==> src/rtl/clkdiv_pkg.sv <==
// clkdiv_pkg: shared constants, types and setting clamp for the multi-channel clock divider
package clkdiv_pkg;
  localparam int DEF_DIV_W = 16;
  typedef logic [DEF_DIV_W-1:0] div_t;
  typedef struct packed {
    div_t div;
    div_t hi;
  } div_hi_t;
  localparam div_t RST_DIV = div_t'(2);
  localparam div_t RST_HI = div_t'(1);
  // Forces period >= 2 and 1 <= high time <= period-1 so both phases are at least one cycle
  function automatic div_hi_t clamp(input div_t div, input div_t hi);
    div_t d = (div < div_t'(2)) ? div_t'(2) : div;
    return '{div: d, hi: (hi == '0) ? div_t'(1) : (hi >= d) ? d - div_t'(1) : hi};
  endfunction
endpackage

==> src/rtl/clock_divider_multi_if.sv <==
// clock_divider_multi_if: control and output bundle of the multi-channel clock divider
interface clock_divider_multi_if #(
  parameter int NUM_CH = 4,
  parameter int DIV_W = 16
) ();
  logic [NUM_CH-1:0] enable;
  logic load;
  logic [NUM_CH-1:0] load_mask;
  logic [NUM_CH*DIV_W-1:0] divisor;
  logic [NUM_CH*DIV_W-1:0] high_time;
  logic sync_start;
  logic [NUM_CH-1:0] clock_out;
  logic [NUM_CH-1:0] tick;
  logic [NUM_CH-1:0] pending;
  modport master (
    output enable, load, load_mask, divisor, high_time, sync_start,
    input clock_out, tick, pending
  );
  modport slave (
    input enable, load, load_mask, divisor, high_time, sync_start,
    output clock_out, tick, pending
  );
endinterface

==> src/rtl/clkdiv_channel.sv <==
// clkdiv_channel: one divider channel with shadowed period/high-time applied only at period boundaries
module clkdiv_channel
  import clkdiv_pkg::*;
(
  input  logic clock_in,
  input  logic rstn,
  input  logic enable,
  input  logic load,
  input  logic sync_start,
  input  div_t divisor,
  input  div_t high_time,
  output logic clock_out,
  output logic tick,
  output logic pending
);
  div_t cnt, act_div, act_hi, shadow_div, shadow_hi;
  div_hi_t clamped;
  logic boundary, apply;
  assign clamped = clamp(divisor, high_time);
  assign boundary = enable && (sync_start || cnt == act_div - div_t'(1));
  // A disabled channel has no period in progress, so a pending setting can land at once
  assign apply = pending && (boundary || !enable);
  always_ff @(posedge clock_in) begin
    if (!rstn) begin
      cnt <= '0;
      clock_out <= 1'b0;
      tick <= 1'b0;
      pending <= 1'b0;
      act_div <= RST_DIV;
      act_hi <= RST_HI;
      shadow_div <= RST_DIV;
      shadow_hi <= RST_HI;
    end else begin
      if (load) begin
        shadow_div <= clamped.div;
        shadow_hi <= clamped.hi;
      end
      if (apply) begin
        act_div <= shadow_div;
        act_hi <= shadow_hi;
      end
      pending <= load || (pending && !apply);
      clock_out <= enable && cnt < act_hi;
      tick <= enable && cnt == '0;
      cnt <= (!enable || boundary) ? '0 : cnt + div_t'(1);
    end
  end
endmodule

==> src/rtl/clock_divider_multi.sv <==
// clock_divider_multi: NUM_CH independent glitch-free programmable clock dividers with common phase sync
module clock_divider_multi
  import clkdiv_pkg::*;
#(
  parameter int NUM_CH = 4,
  parameter int DIV_W = DEF_DIV_W
) (
  input logic clock_in,
  input logic rstn,
  clock_divider_multi_if.slave bus
);
  for (genvar i = 0; i < NUM_CH; i++) begin : g_ch
    clkdiv_channel u_ch (
      .clock_in   (clock_in),
      .rstn       (rstn),
      .enable     (bus.enable[i]),
      .load       (bus.load && bus.load_mask[i]),
      .sync_start (bus.sync_start),
      .divisor    (bus.divisor[i*DIV_W +: DIV_W]),
      .high_time  (bus.high_time[i*DIV_W +: DIV_W]),
      .clock_out  (bus.clock_out[i]),
      .tick       (bus.tick[i]),
      .pending    (bus.pending[i])
    );
  end
endmodule

==> src/flat_wrapper.sv <==
// flat-port wrapper written by rule: the top's interface ports become plain ports
module clock_divider_multi_flat import clkdiv_pkg::*;
#(
  parameter int NUM_CH = 4,
  parameter int DIV_W = DEF_DIV_W
)
  (clock_in, rstn, bus_enable, bus_load, bus_load_mask, bus_divisor, bus_high_time, bus_sync_start, bus_clock_out, bus_tick, bus_pending);
  clock_divider_multi_if #(.NUM_CH(NUM_CH), .DIV_W(DIV_W)) bus_i ();
  input logic clock_in;
  input logic rstn;
  input wire logic [$bits(bus_i.enable)-1:0] bus_enable;
  input wire logic [$bits(bus_i.load)-1:0] bus_load;
  input wire logic [$bits(bus_i.load_mask)-1:0] bus_load_mask;
  input wire logic [$bits(bus_i.divisor)-1:0] bus_divisor;
  input wire logic [$bits(bus_i.high_time)-1:0] bus_high_time;
  input wire logic [$bits(bus_i.sync_start)-1:0] bus_sync_start;
  output wire logic [$bits(bus_i.clock_out)-1:0] bus_clock_out;
  output wire logic [$bits(bus_i.tick)-1:0] bus_tick;
  output wire logic [$bits(bus_i.pending)-1:0] bus_pending;
  assign bus_i.enable = bus_enable;
  assign bus_i.load = bus_load;
  assign bus_i.load_mask = bus_load_mask;
  assign bus_i.divisor = bus_divisor;
  assign bus_i.high_time = bus_high_time;
  assign bus_i.sync_start = bus_sync_start;
  assign bus_clock_out = bus_i.clock_out;
  assign bus_tick = bus_i.tick;
  assign bus_pending = bus_i.pending;
  clock_divider_multi #(.NUM_CH(NUM_CH), .DIV_W(DIV_W)) u_core (.clock_in(clock_in), .rstn(rstn), .bus(bus_i));
endmodule
==> config.mk <==
export PLATFORM = sky130hd
export DESIGN_NAME = clock_divider_multi_flat
export DESIGN_NICKNAME = d
export VERILOG_FILES = /design/src/rtl/clkdiv_pkg.sv /design/src/rtl/clock_divider_multi_if.sv /design/src/rtl/clkdiv_channel.sv /design/src/rtl/clock_divider_multi.sv /design/src/flat_wrapper.sv
export SDC_FILE = /design/constraint.sdc
export NUM_CORES = 1
export LEC_CHECK = 0
export CAP_MARGIN = 20
export CORE_MARGIN = 2
export CORE_UTILIZATION = 44
export CTS_CLUSTER_DIAMETER = 200
export DETAILED_ROUTE_END_ITERATION = 10
export GPL_TIMING_DRIVEN = 0
export SLEW_MARGIN = 20
export SYNTH_ARGS = -nofsm -noshare
export SYNTH_HDL_FRONTEND = slang
export SYNTH_HIERARCHICAL = 1
export SYNTH_SLANG_ARGS = --single-unit
==> constraint.sdc <==
create_clock -name clock_in -period 4.91 [get_ports clock_in]
set_input_delay 0.7365 -clock clock_in [delete_from_list [all_inputs] [get_ports clock_in]]
set_output_delay 0.7365 -clock clock_in [all_outputs]
set_load 0.02 [all_outputs]
== Yosys cells after proc, flatten, opt, wreduce, memory -nomap -nowiden ==
Index checks and enable logic that the tools add are counted.
Storage, ports and cells
  register bits after elaboration: 332
  input port bits: 140
  output and inout bits: 12
  logic and storage cells: 129
Operators by class
  add/sub/neg operators: 12
  $lt $le $gt $ge: 12
  equal/unequal tests: 4
  muxes and demuxes: 12
  bitwise operators: 1
  reductions and logical operators: 56
Operator list (number)
  2-to-1 mux 16 bit: 12
  logical NOT 16 bit: 8
  subtractor 16 x 1 -> 16 bit (second input constant): 8
  adder 16 x 1 -> 16 bit (second input constant): 4
  equality test 16 bit: 4
  greater-or-equal comparator 16 bit: 4
  < comparator 16 bit: 4
  < comparator 16 x 2 -> 1 bit (second input constant): 4
  logical AND 1 bit: 24
  logical OR 1 bit: 12
  logical NOT 1 bit: 8
  OR reduction 2 bit: 4
  NOT 1 bit: 1

== Longest topological paths before layout ==
Gate-level depths: netlist of the first run.
  word-level depth: 9
  gate-level depth with buffers: 15
  mapped depth without buffers: 14

== Modules after synthesis ==
Netlist of the first run, hierarchy kept.
By module, submodules not included
  clkdiv_channel (u_core.g_ch[0].u_ch ...): times used 2, cells each 629, area an instance 5380.2 sq um, sequential area each 1661.6 sq um
  clkdiv_channel (u_core.g_ch[1].u_ch): times used 1, cells each 574, area an instance 5054.8 sq um, sequential area each 1661.6 sq um
  clkdiv_channel (u_core.g_ch[3].u_ch): times used 1, cells each 541, area an instance 4787.1 sq um, sequential area each 1661.6 sq um
  clock_divider_multi: times used 1, cells each 4, area an instance 25.0 sq um, sequential area each 0.0 sq um

== Least setup slack after synthesis of the first run ==
OpenSTA, ideal clock, no wires.
  path kind: input port to flip-flop
  start point: input bus_divisor[23]
  end point: register u_core.g_ch[1].u_ch.shadow_hi[10]
  setup time: 128 ps
  arrival time: 4391 ps
  required time: 4782 ps
  path slack: 391 ps
  stages on the path: 15
  path buffers: 1
  cell sequence: nor4_1 -> and3_1 -> and3_1 -> nand2b_1 -> inv_1 -> ha_1 -> nand2b_1 -> a21o_1 -> a21o_1 -> a2111oi_0 -> o21ai_0 -> a21oi_1 -> clkbuf_1 -> mux2i_1 -> o21ai_0
RTL lines
  start: declaration: RTL line flat_wrapper.sv:14  | input wire logic [$bits(bus_i.divisor)-1:0] bus_divisor;
  end signal: assignment: RTL line clkdiv_channel.sv:36  | shadow_hi <= clamped.hi;
  end: declaration: RTL line clkdiv_channel.sv:16  | div_t cnt, act_div, act_hi, shadow_div, shadow_hi;

==> metrics, run 1 <==
outcome finished clean; Max Clock Freq 216 MHz; number of endpoints failing setup at the final stage 0; number of core rows 79; arrival time at the worst endpoint 5.06 ns; share of layout cells above drive strength 1 8.21%; largest net degree at the start of global routing 18; r2r setup slk 1.36 ns; Post-synth top cells dfxtp_1 (332), nand2_1 (331), inv_1 (160), ha_1 (140), nor2_1 (125); CTS buffer count 39; clock sinks 332; Post-synth ARST share 0%; Worst Reg-to-Reg Cells 12; Top-Level Pins 152; DR WL met3 2650 µm; drt wl/cell 18.1 µm; die area 0.0486 mm²; Crit Path Max Fanout 10; Worst Max-Slew Pin Slew 1.14 ns; GP Congestion 0.922; share of the yosys chip area belonging to registers 32.2%; area grow syn2layout 17.5%; Avg Vias per Cell 5.59; met1 WL 26000 µm; Iter 0 DRT Violations 1106; Syn Inst Count 2377; met2 wire length 27400 µm; maximum buffer depth of the clock tree 3; post-layout min period 4.64 ns; Post-synth EDFFs 0; relative slew slack 24.0%; Die Y-Extent 221 µm; PwrDens 274 mW/mm²; TritonRoute pass-1 iters 5; LEAKAGE 9.73 nW; Hold Vio Cnt, Final 0; Yosys top cell by area dfxtp_1; worst skew pair latency 0.55 ns; peak supply drop 0.252 mV; ys flop type dfxtp_1; Cell variety after synth 84; core box area 0.0465 mm²; Tot Pwr 6.64 mW; Finished Cell Area 0.0242 mm²; DRC 0; total negative slack 0 ns; initial antenna violation count 3; Total Wirelength 58100 µm; placed cells 3131; Max H-tree Level 2; fin crit share 94.4%; nets@finish 2851; HPWL Detailed 45300 µm; cts hold-fix bufs 0; Initial Util 44.4%; Final ANT Viol Nets 0; Max Slew Vio Count 0; via count 17900; vias in the first global route 17600; CTS tree yes; post-synth top area share 32.2%; total track usage 23.7%; first-pass GRT wire length 92000 µm; final design utilization 52.2%; WS Path Type in2reg; register bit total from synthesis 332; CP required 5.34 ns; Reg clk slew, reported paths 0.05 ns; hold slack final 0.452 ns; most common cell in the synthesized netlist dfxtp_1; Post-DP Area 0.0229 mm²; Syn Nets 2657; worst hold path type reg2reg; mapped cell area 0.0206 mm²; Worst Clk Skew 0.0299 ns; top sig layer met4; Setup crit end kind flip-flop; Post-Layout Cell Count 3203; type of origin of the critical path primary input; post-place setup slack -0.994 ns; number of port buffers 147; gr ovfl total 0; Worst Hold Path Cells 1; post-route worst setup slack 0.273 ns; top cells by area, synth dfxtp_1 (32%), ha_1 (8.5%), nand2_1 (6.0%); Syn. warnings 6; Die W 221 µm; clk root buf clkbuf_16; syn avg cell area 8.68 µm²; maxcap violations 0
==> cell families (layout without fill, tap and decap cells) <==
logic type                 count (synthesis)  count (layout)  synth area share (%)
buffers and inverters                    306             524                  7.01
xor gates and xnor gates                 178             178                  7.56
DFF                                      332             332                  32.2
other                                      0               1                     0
and+or+nand+nor                          893             893                  21.8
adders and majority gates                140             140                  8.49
muxes                                    116             116                  5.64
AOI/OAI and AO/OA                        412             412                  17.3
==> sequential cells by signal (all words and copies together) (netlist names) <==
register / count
u_core/g_ch.u_ch/act_hi: 64
u_core/g_ch.u_ch/act_div: 64
u_core/g_ch.u_ch/pending: 4
u_core/g_ch.u_ch/shadow_div: 64
u_core/g_ch.u_ch/clock_out: 4
u_core/g_ch.u_ch/tick: 4
u_core/g_ch.u_ch/cnt: 64
u_core/g_ch.u_ch/shadow_hi: 64
==> worst max-delay path, stage by stage <==
cell and delay, ns:
clkdlybuf4s50_1 0.53, or4_1 0.44, clkbuf_1 0.19, or4_1 0.59, o31a_1 0.34, ha_1 0.29
nand2b_1 0.14, a21o_1 0.18, a21oi_1 0.14, o21a_1 0.23, o311ai_4 0.19, or2_2 0.33
clkbuf_1 0.17, buf_2 0.22, a221o_1 0.33
==> cell type report <==
| class | instances | area [µm²] |
|---|---|---|
| diodes | 1 | 2.50 |
| clock inverters | 12 | 169 |
| repair buffers | 153 | 1520 |
| well taps | 607 | 759 |
| inverters | 161 | 604 |
| multi-input cells | 1739 | 12600 |
| flip-flops and latches | 332 | 6650 |
| clock buffers | 53 | 1100 |
| plain buffers | 145 | 843 |
| fillers | 4410 | 22200 |
==> routing by layer <==
layer	GRT usage [%]	up-vias
li1	-	8867
met1	30.0	8424
met2	40.6	474
met3	2.97	136
met4	9.67	0
met5	0	-
==> power breakdown <==
group          total [mW]  leakage (nW)  internal [mW]  switching (mW)
sequential           2.84          2.70           2.78          0.0585
combinational       0.898          6.41          0.392           0.505
clock                2.90         0.620           1.77            1.13
total                6.64          9.73           4.94            1.70
==> cell usage in the layout, fill, tap and decap left out, types with 35 or more instances in the layout <==
cell type          n
dfxtp_1          332
nand2_1          331
inv_1            160
clkdlybuf4s50_1  144
ha_1             140
nor2_1           125
mux2i_1          114
nor3_1            94
xnor2_1           90
clkbuf_1          89
xor2_1            88
nor2b_1           86
o21ai_0           82
o221ai_2          60
a21o_1            53
nor4_1            50
nand3_1           43
clkbuf_16         39
a21oi_1           38
nand4_1           35
==> final timing paths <==
kind | startpoint | to
worst min register to register | u_core/g_ch[1].u_ch/act_hi[11]$_SDFFE_PN0P_ | u_core/g_ch[1].u_ch/act_hi[11]$_SDFFE_PN0P_
worst max-delay path | bus_divisor[51] | u_core/g_ch[3].u_ch/shadow_hi[6]$_SDFFE_PN0P_
worst min-delay path | u_core/g_ch[1].u_ch/act_hi[11]$_SDFFE_PN0P_ | u_core/g_ch[1].u_ch/act_hi[11]$_SDFFE_PN0P_
worst max register to register | u_core/g_ch[1].u_ch/act_div[1]$_SDFFE_PN1P_ | u_core/g_ch[1].u_ch/cnt[2]$_SDFF_PP0_
==> what timing repair did <==
action	CTS	global route
setup endpoints to repair	19	33
setup buffers	0	6
gates resized for setup	3	10
pin swaps	0	1
No activity file was read; power rests on OpenSTA's default activity.
==> inputs of run 2 (changes only) <==
--- a/config.mk
+++ b/config.mk
@@ -5,12 +5,14 @@
 export SDC_FILE = /design/constraint.sdc
 export NUM_CORES = 1
 export LEC_CHECK = 0
+export ABC_AREA = 1
 export CAP_MARGIN = 20
 export CORE_MARGIN = 2
 export CORE_UTILIZATION = 44
 export CTS_CLUSTER_DIAMETER = 200
 export DETAILED_ROUTE_END_ITERATION = 10
 export GPL_TIMING_DRIVEN = 0
+export REMOVE_ABC_BUFFERS = 1
 export SLEW_MARGIN = 20
 export SYNTH_ARGS = -nofsm -noshare
 export SYNTH_HDL_FRONTEND = slang
==> run 2 against run 1 <==
Non-clock buffer count down 141. Largest cell class unchanged. Critical endpoint is now u_core/g_ch[3].u_ch/shadow_hi[15]$_SDFFE_PN0P_. Synthesized area is 2.1% higher. Final cell count up 22%. Highest routed layer is now met5. First-iteration DRC count up 4.0%. Wire length down 4.5%. Power up 4.6%. Die area grew 2.1%. Count of clock-buffer cells in the layout increased by 3.
==> metrics, run 2 <==
outcome finished clean; Yosys top cell by area dfxtp_1; Setup crit end kind flip-flop; PwrDens 288 mW/mm²; number of endpoints failing setup at the final stage 0; arrival time at the worst endpoint 4.46 ns; Crit Path Max Fanout 32; core box area 0.0474 mm²; most common cell after layout, fill and taps aside nand2_1; TritonRoute pass-1 iters 6; Max Slew Vio Count 0; CP required 5.34 ns; Hold Vio Cnt, Final 0; Total Wirelength 55500 µm; critical path's largest stage delay 0.71 ns; initial antenna violation count 5; Max Clock Freq 248 MHz; most frequent cells in the layout nand2_1 (637), inv_1 (456), nor2_1 (405); Compound-Gate Fraction of Synth Area 12.8%; CP Cell Sequence clkdlybuf4s50_1 > nor2_1 > nand2_1 > nor2_1 > a31oi_1 > ha_1 > a21oi_1 > o21ai_0 > nand2_1 > o211ai_1 > nand2_1 > nand3_1 > or2_2 > nand3_1 > a21oi_1; Worst Hold Path Cells 2; Syn Inst Count 3203; final design utilization 50.8%; Post-synth EDFFs 0; CTS tree yes; Avg Vias per Cell 5.08; Reg clk slew, reported paths 0.06 ns; Die Y-Extent 223 µm; post-layout min period 4.03 ns; Die W 223 µm; clock sinks 332; Final ANT Viol Nets 0; mapped cell area 0.0211 mm²; WS Path Type in2reg; hold slack final 0.463 ns; CTS buffer count 38; CTS resizes 0; Post-synth ARST share 0%; share of the yosys chip area belonging to registers 31.6%; Synth Area in XOR/XNOR 3.70%; maxcap violations 0; share of layout cells above drive strength 1 4.48%; Worst Max-Slew Pin Slew 1.07 ns; number of core rows 80; main combinational cell family by area after synthesis simple AND/OR/NAND/NOR gates; Iter 0 DRT Violations 1150; post-synthesis simple-gate area fraction 32.1%; die area 0.0496 mm²; Initial Util 44.4%; total track usage 22.2%; type of origin of the critical path primary input; most common cell in the synthesized netlist nand2_1; Worst Clk Skew 0.0267 ns; drt wl/cell 14.2 µm; gr ovfl total 0; number of port buffers 151; maximum buffer depth of the clock tree 3; top cells by area, synth dfxtp_1 (32%), nand2_1 (11%), ha_1 (8.3%); Max H-tree Level 2; worst skew pair latency 0.55 ns; via count 19900; peak supply drop 0.187 mV; Syn. warnings 6; post-CTS repair timing setup buffer count 0; Crit-path slowest cell nand3_1; most frequent CP cell nand2_1; largest net degree at the start of global routing 126; worst hold path type reg2reg; vias in the first global route 18600; fin crit share 82.1%; mux contribution to synthesized area 0%; Cell variety after synth 46; Worst Reg-to-Reg Cells 18; Finished Cell Area 0.0241 mm²; area grow syn2layout 14.3%; Post-DP Area 0.0228 mm²; HPWL Detailed 42200 µm; relative slew slack 28.7%; syn avg cell area 6.58 µm²; RSZ-0062 raised after global routing no; clk root buf clkbuf_16; GP Congestion 0.885; DRC 0; first-pass GRT wire length 91700 µm; ys flop type dfxtp_1; cts hold-fix bufs 0; nets@finish 3561; post-synth top area share 31.6%; Post-synth top cells nand2_1 (637), inv_1 (456), nor2_1 (405), dfxtp_1 (332), nand3_1 (321); register bit total from synthesis 332; Top-Level Pins 152; LEAKAGE 10.3 nW; Post-Synth Adder-Cell Area 8.32%
[run 2: changes by cell type after synthesis, sizes merged, moves of 38 or more]
cell / previous run / this run
nor2b: 87 / 0
a21o: 53 / 0
nand3: 43 / 325
mux2i: 114 / 0
o221ai: 63 / 0
nor3: 95 / 47
inv: 161 / 462
nor2: 125 / 423
nand2: 331 / 652
a21oi: 39 / 321
o21ai: 82 / 121
nor4: 54 / 16
xnor2: 90 / 24
o211ai: 2 / 41
[run 2: area by class of cell]
type | count | area [µm²]
well taps | 615 | 769
clock inverters | 10 | 134
flip-flops and latches | 332 | 6650
diodes | 1 | 2.50
clock buffers | 56 | 1110
repair buffers | 157 | 1640
inverters | 470 | 1760
multi-input cells | 2282 | 12000
fillers | 4843 | 23400
[run 2: logic make-up (layout without fill, tap and decap cells)]
kind of cell | Yosys count | in the layout
flops | 332 | 332
fa+ha+maj | 140 | 140
simple gates | 1546 | 1546
buf+inv | 589 | 693
other cells | 0 | 1
xor+xnor | 89 | 89
compound gates | 507 | 507
[run 2: worst max-delay path: cells and delay by family]
kind	cells	cell delay, ns
and+or+nand+nor	8	2.12
AOI/OAI and AO/OA	5	0.67
buffers and inverters	1	0.56
adders and majority gates	1	0.36
[run 2: metrics by stage]
stage / setup slack, ns / cells / power, mW / TNS, ns
floorplan: 1.76 / 3084 / 3.71 / 0
global placement: -4.89 / 3850 / 4.14 / -895.32
detailed placement: 0.335 / 3855 / 4.14 / 0
CTS: 0.931 / 3921 / 7.04 / 0
global route: 0.594 / 3923 / 7.32 / 0
finish: 0.879 / 3923 / 6.94 / 0
[run 2: power by group]
part           internal [mW]  switching, mW  leakage, nW  total [mW]
combinational          0.456          0.699         7.02        1.16
sequential              2.83          0.102         2.71        2.93
clock                   1.72           1.14        0.606        2.86
[run 2: final timing paths]
check	from	end	slack (ns)
hold / removal	u_core/g_ch[0].u_ch/shadow_hi[13]$_SDFFE_PN0P_	u_core/g_ch[0].u_ch/shadow_hi[13]$_SDFFE_PN0P_	0.46
setup reg to reg	u_core/g_ch[1].u_ch/act_div[0]$_SDFFE_PN0P_	u_core/g_ch[1].u_ch/act_div[1]$_SDFFE_PN1P_	2.22
setup / recovery	bus_divisor[57]	u_core/g_ch[3].u_ch/shadow_hi[15]$_SDFFE_PN0P_	0.88
hold reg to reg	u_core/g_ch[0].u_ch/shadow_hi[13]$_SDFFE_PN0P_	u_core/g_ch[0].u_ch/shadow_hi[13]$_SDFFE_PN0P_	0.46
[run 2: layer usage]
metal	GRT usage, %	vias up	routed length, µm
met1	29.8	9004	26600
met3	3.31	75	2350
met2	36.6	331	25400
met5	0	-	47
li1	-	10500	-
met4	6.65	8	1150
==> patch, RTL diff (settings of run 1) <==
`NUM_CH` is set to 4 in 3 places; all go to 5.
--- a/src/rtl/clock_divider_multi_if.sv
+++ b/src/rtl/clock_divider_multi_if.sv
@@ -1,6 +1,6 @@
 // clock_divider_multi_if: control and output bundle of the multi-channel clock divider
 interface clock_divider_multi_if #(
-  parameter int NUM_CH = 4,
+  parameter int NUM_CH = 5,
   parameter int DIV_W = 16
 ) ();
   logic [NUM_CH-1:0] enable;
--- a/src/rtl/clock_divider_multi.sv
+++ b/src/rtl/clock_divider_multi.sv
@@ -2,7 +2,7 @@
 module clock_divider_multi
   import clkdiv_pkg::*;
 #(
-  parameter int NUM_CH = 4,
+  parameter int NUM_CH = 5,
   parameter int DIV_W = DEF_DIV_W
 ) (
   input logic clock_in,
--- a/src/flat_wrapper.sv
+++ b/src/flat_wrapper.sv
@@ -1,7 +1,7 @@
 // flat-port wrapper written by rule: the top's interface ports become plain ports
 module clock_divider_multi_flat import clkdiv_pkg::*;
 #(
-  parameter int NUM_CH = 4,
+  parameter int NUM_CH = 5,
   parameter int DIV_W = DEF_DIV_W
 )
   (clock_in, rstn, bus_enable, bus_load, bus_load_mask, bus_divisor, bus_high_time, bus_sync_start, bus_clock_out, bus_tick, bus_pending);
Ports: changed (7 resized); port bits go from 152 to 189. No check against the original RTL was run, so the function may have changed too.
==> patch against run 1 <==
Cell area increased by 27%. Routed wire length increased by 28%. Worst setup slack got worse by 0.11 ns. Combinational power increased by 26%. Register-to-register slack got worse by 0.03 ns. Largest cell class unchanged. Synthesized area increased by 27%. Via count increased by 27%. Total power increased by 28%. Largest power group unchanged. Sequential cell count increased by 83.
==> patch: results (changes against run 1) <==
Global-route wire length before repair: 119,000 µm (was 92,000 µm)
Pin count of the biggest net entering global routing: 23 (was 18)
Synth area leaders: dfxtp_1, ha_1, nand2_1 (unchanged)
Cells on worst reg2reg path: 13 (was 12)
GPL Wtd Cong: 0.915 (was 0.922)
Met3 WL: 3360 µm (was 2650 µm)
FF-to-FF Start: u_core/g_ch[1].u_ch/act_div[0] (was u_core/g_ch[1].u_ch/act_div[1])
Status: finished, final reports clean (unchanged)
Fillers: 5,513 (was 4,410)
Vias: 22,800 (was 17,900)
Synthesized Nets: 3,426 (was 2,657)
Met1 Wirelength: 35,900 µm (was 26,000 µm)
Port bufs: 181 (was 147)
Clk Latency, worst-skew pair: 0.60 ns (was 0.55 ns)
Sequential area share after synthesis: 31.7% (was 32.2%)
Post-synth top cells: nand2_1, dfxtp_1, mux2i_1 (was dfxtp_1, nand2_1, inv_1)
Total CTS buffers: 49 (was 39)
Hold Path End: u_core/g_ch[1].u_ch/shadow_hi[8] (was u_core/g_ch[1].u_ch/act_hi[11])
WP data arrival: 5.21 ns (was 5.06 ns)
Pre-CTS setup slack: -0.812 ns (was -0.994 ns)
Initial antenna violation count: 4 (was 3)
Reg2Reg Setup Slack: 1.33 ns (was 1.36 ns)
Hold path start: u_core/g_ch[1].u_ch/shadow_hi[8] (was u_core/g_ch[1].u_ch/act_hi[11])
Slowest CP cell: or4_4 (was or4_1)
Post-detail-place hpwl: 57,900 µm (was 45,300 µm)
Nets: 3,658 (was 2,851)
Slew @ Worst Pin: 1.07 ns (was 1.14 ns)
patch: through the flow:
stage	TNS (ns)	area, µm²	total power [mW]	std cells
floorplan	0	26200	4.29	3077
global placement	-18.49	29000	4.71	4031
detailed placement	-20.09	29000	4.74	4031
CTS	0	30700	8.58	4117
global route	0	30700	8.85	4120
finish	0	30700	8.50	4123
patch: metal layers:
metal,track usage (%),vias to the layer above
li1,-,11300
met1,33.6,10800
met2,38.4,581
met3,3.19,95
met4,6.46,0
met5,0,-
patch: critical path, delay by kind of cell:
| kind | cells | cell delay [ns] |
|---|---|---|
| buf+inv | 4 | 1.21 |
| simple gates | 5 | 1.44 |
| fa+ha+maj | 1 | 0.30 |
| compound gates | 6 | 1.53 |
patch: cell type report:
cell class	instances	area share [%]
Antenna cell	6	0.0489
Multi-Input combinational cell	2283	52.2
Timing Repair Buffer	181	5.88
Tap cell	773	3.15
Clock inverter	20	1.02
Clock buffer	66	4.50
Buffer	184	3.74
Inverter	195	2.38
Sequential cell	415	27.1
patch: how the worst max path moves through the flow:
stage,cells past startpoint,start,endpoint,slack [ns]
2_1_floorplan,13,bus_divisor[22],u_core/g_ch[1].u_ch/shadow_hi[10],0.48
3_3_place_gp,14,bus_divisor[19],u_core/g_ch[1].u_ch/shadow_hi[10],-0.79
3_5_place_dp,14,bus_divisor[19],u_core/g_ch[1].u_ch/shadow_hi[8],-0.81
4_1_cts,16,bus_divisor[71],u_core/g_ch[4].u_ch/shadow_hi[8],0.09
5_1_grt,14,bus_divisor[19],u_core/g_ch[1].u_ch/shadow_hi[10],0.02
6_report,16,bus_divisor[71],u_core/g_ch[4].u_ch/shadow_hi[8],0.16
patch: where the power goes:
group	switching, mW	internal [mW]
clock network	1.48	2.34
logic	0.641	0.492
registers	0.0737	3.47
total	2.20	6.30
patch: logic make-up (layout without fill, tap and decap cells):
kind of cell	after synthesis	after routing	synth area share (%)
adder cells (fa/ha/maj)	175	175	8.36
XOR/XNOR	220	220	7.36
AO/OA/AOI/OAI	425	425	14.1
buffers and inverters	379	646	7.16
flip-flops	415	415	31.7
AND/OR/NAND/NOR	1256	1256	23.4
other	0	6	0
multiplexers	207	207	7.92
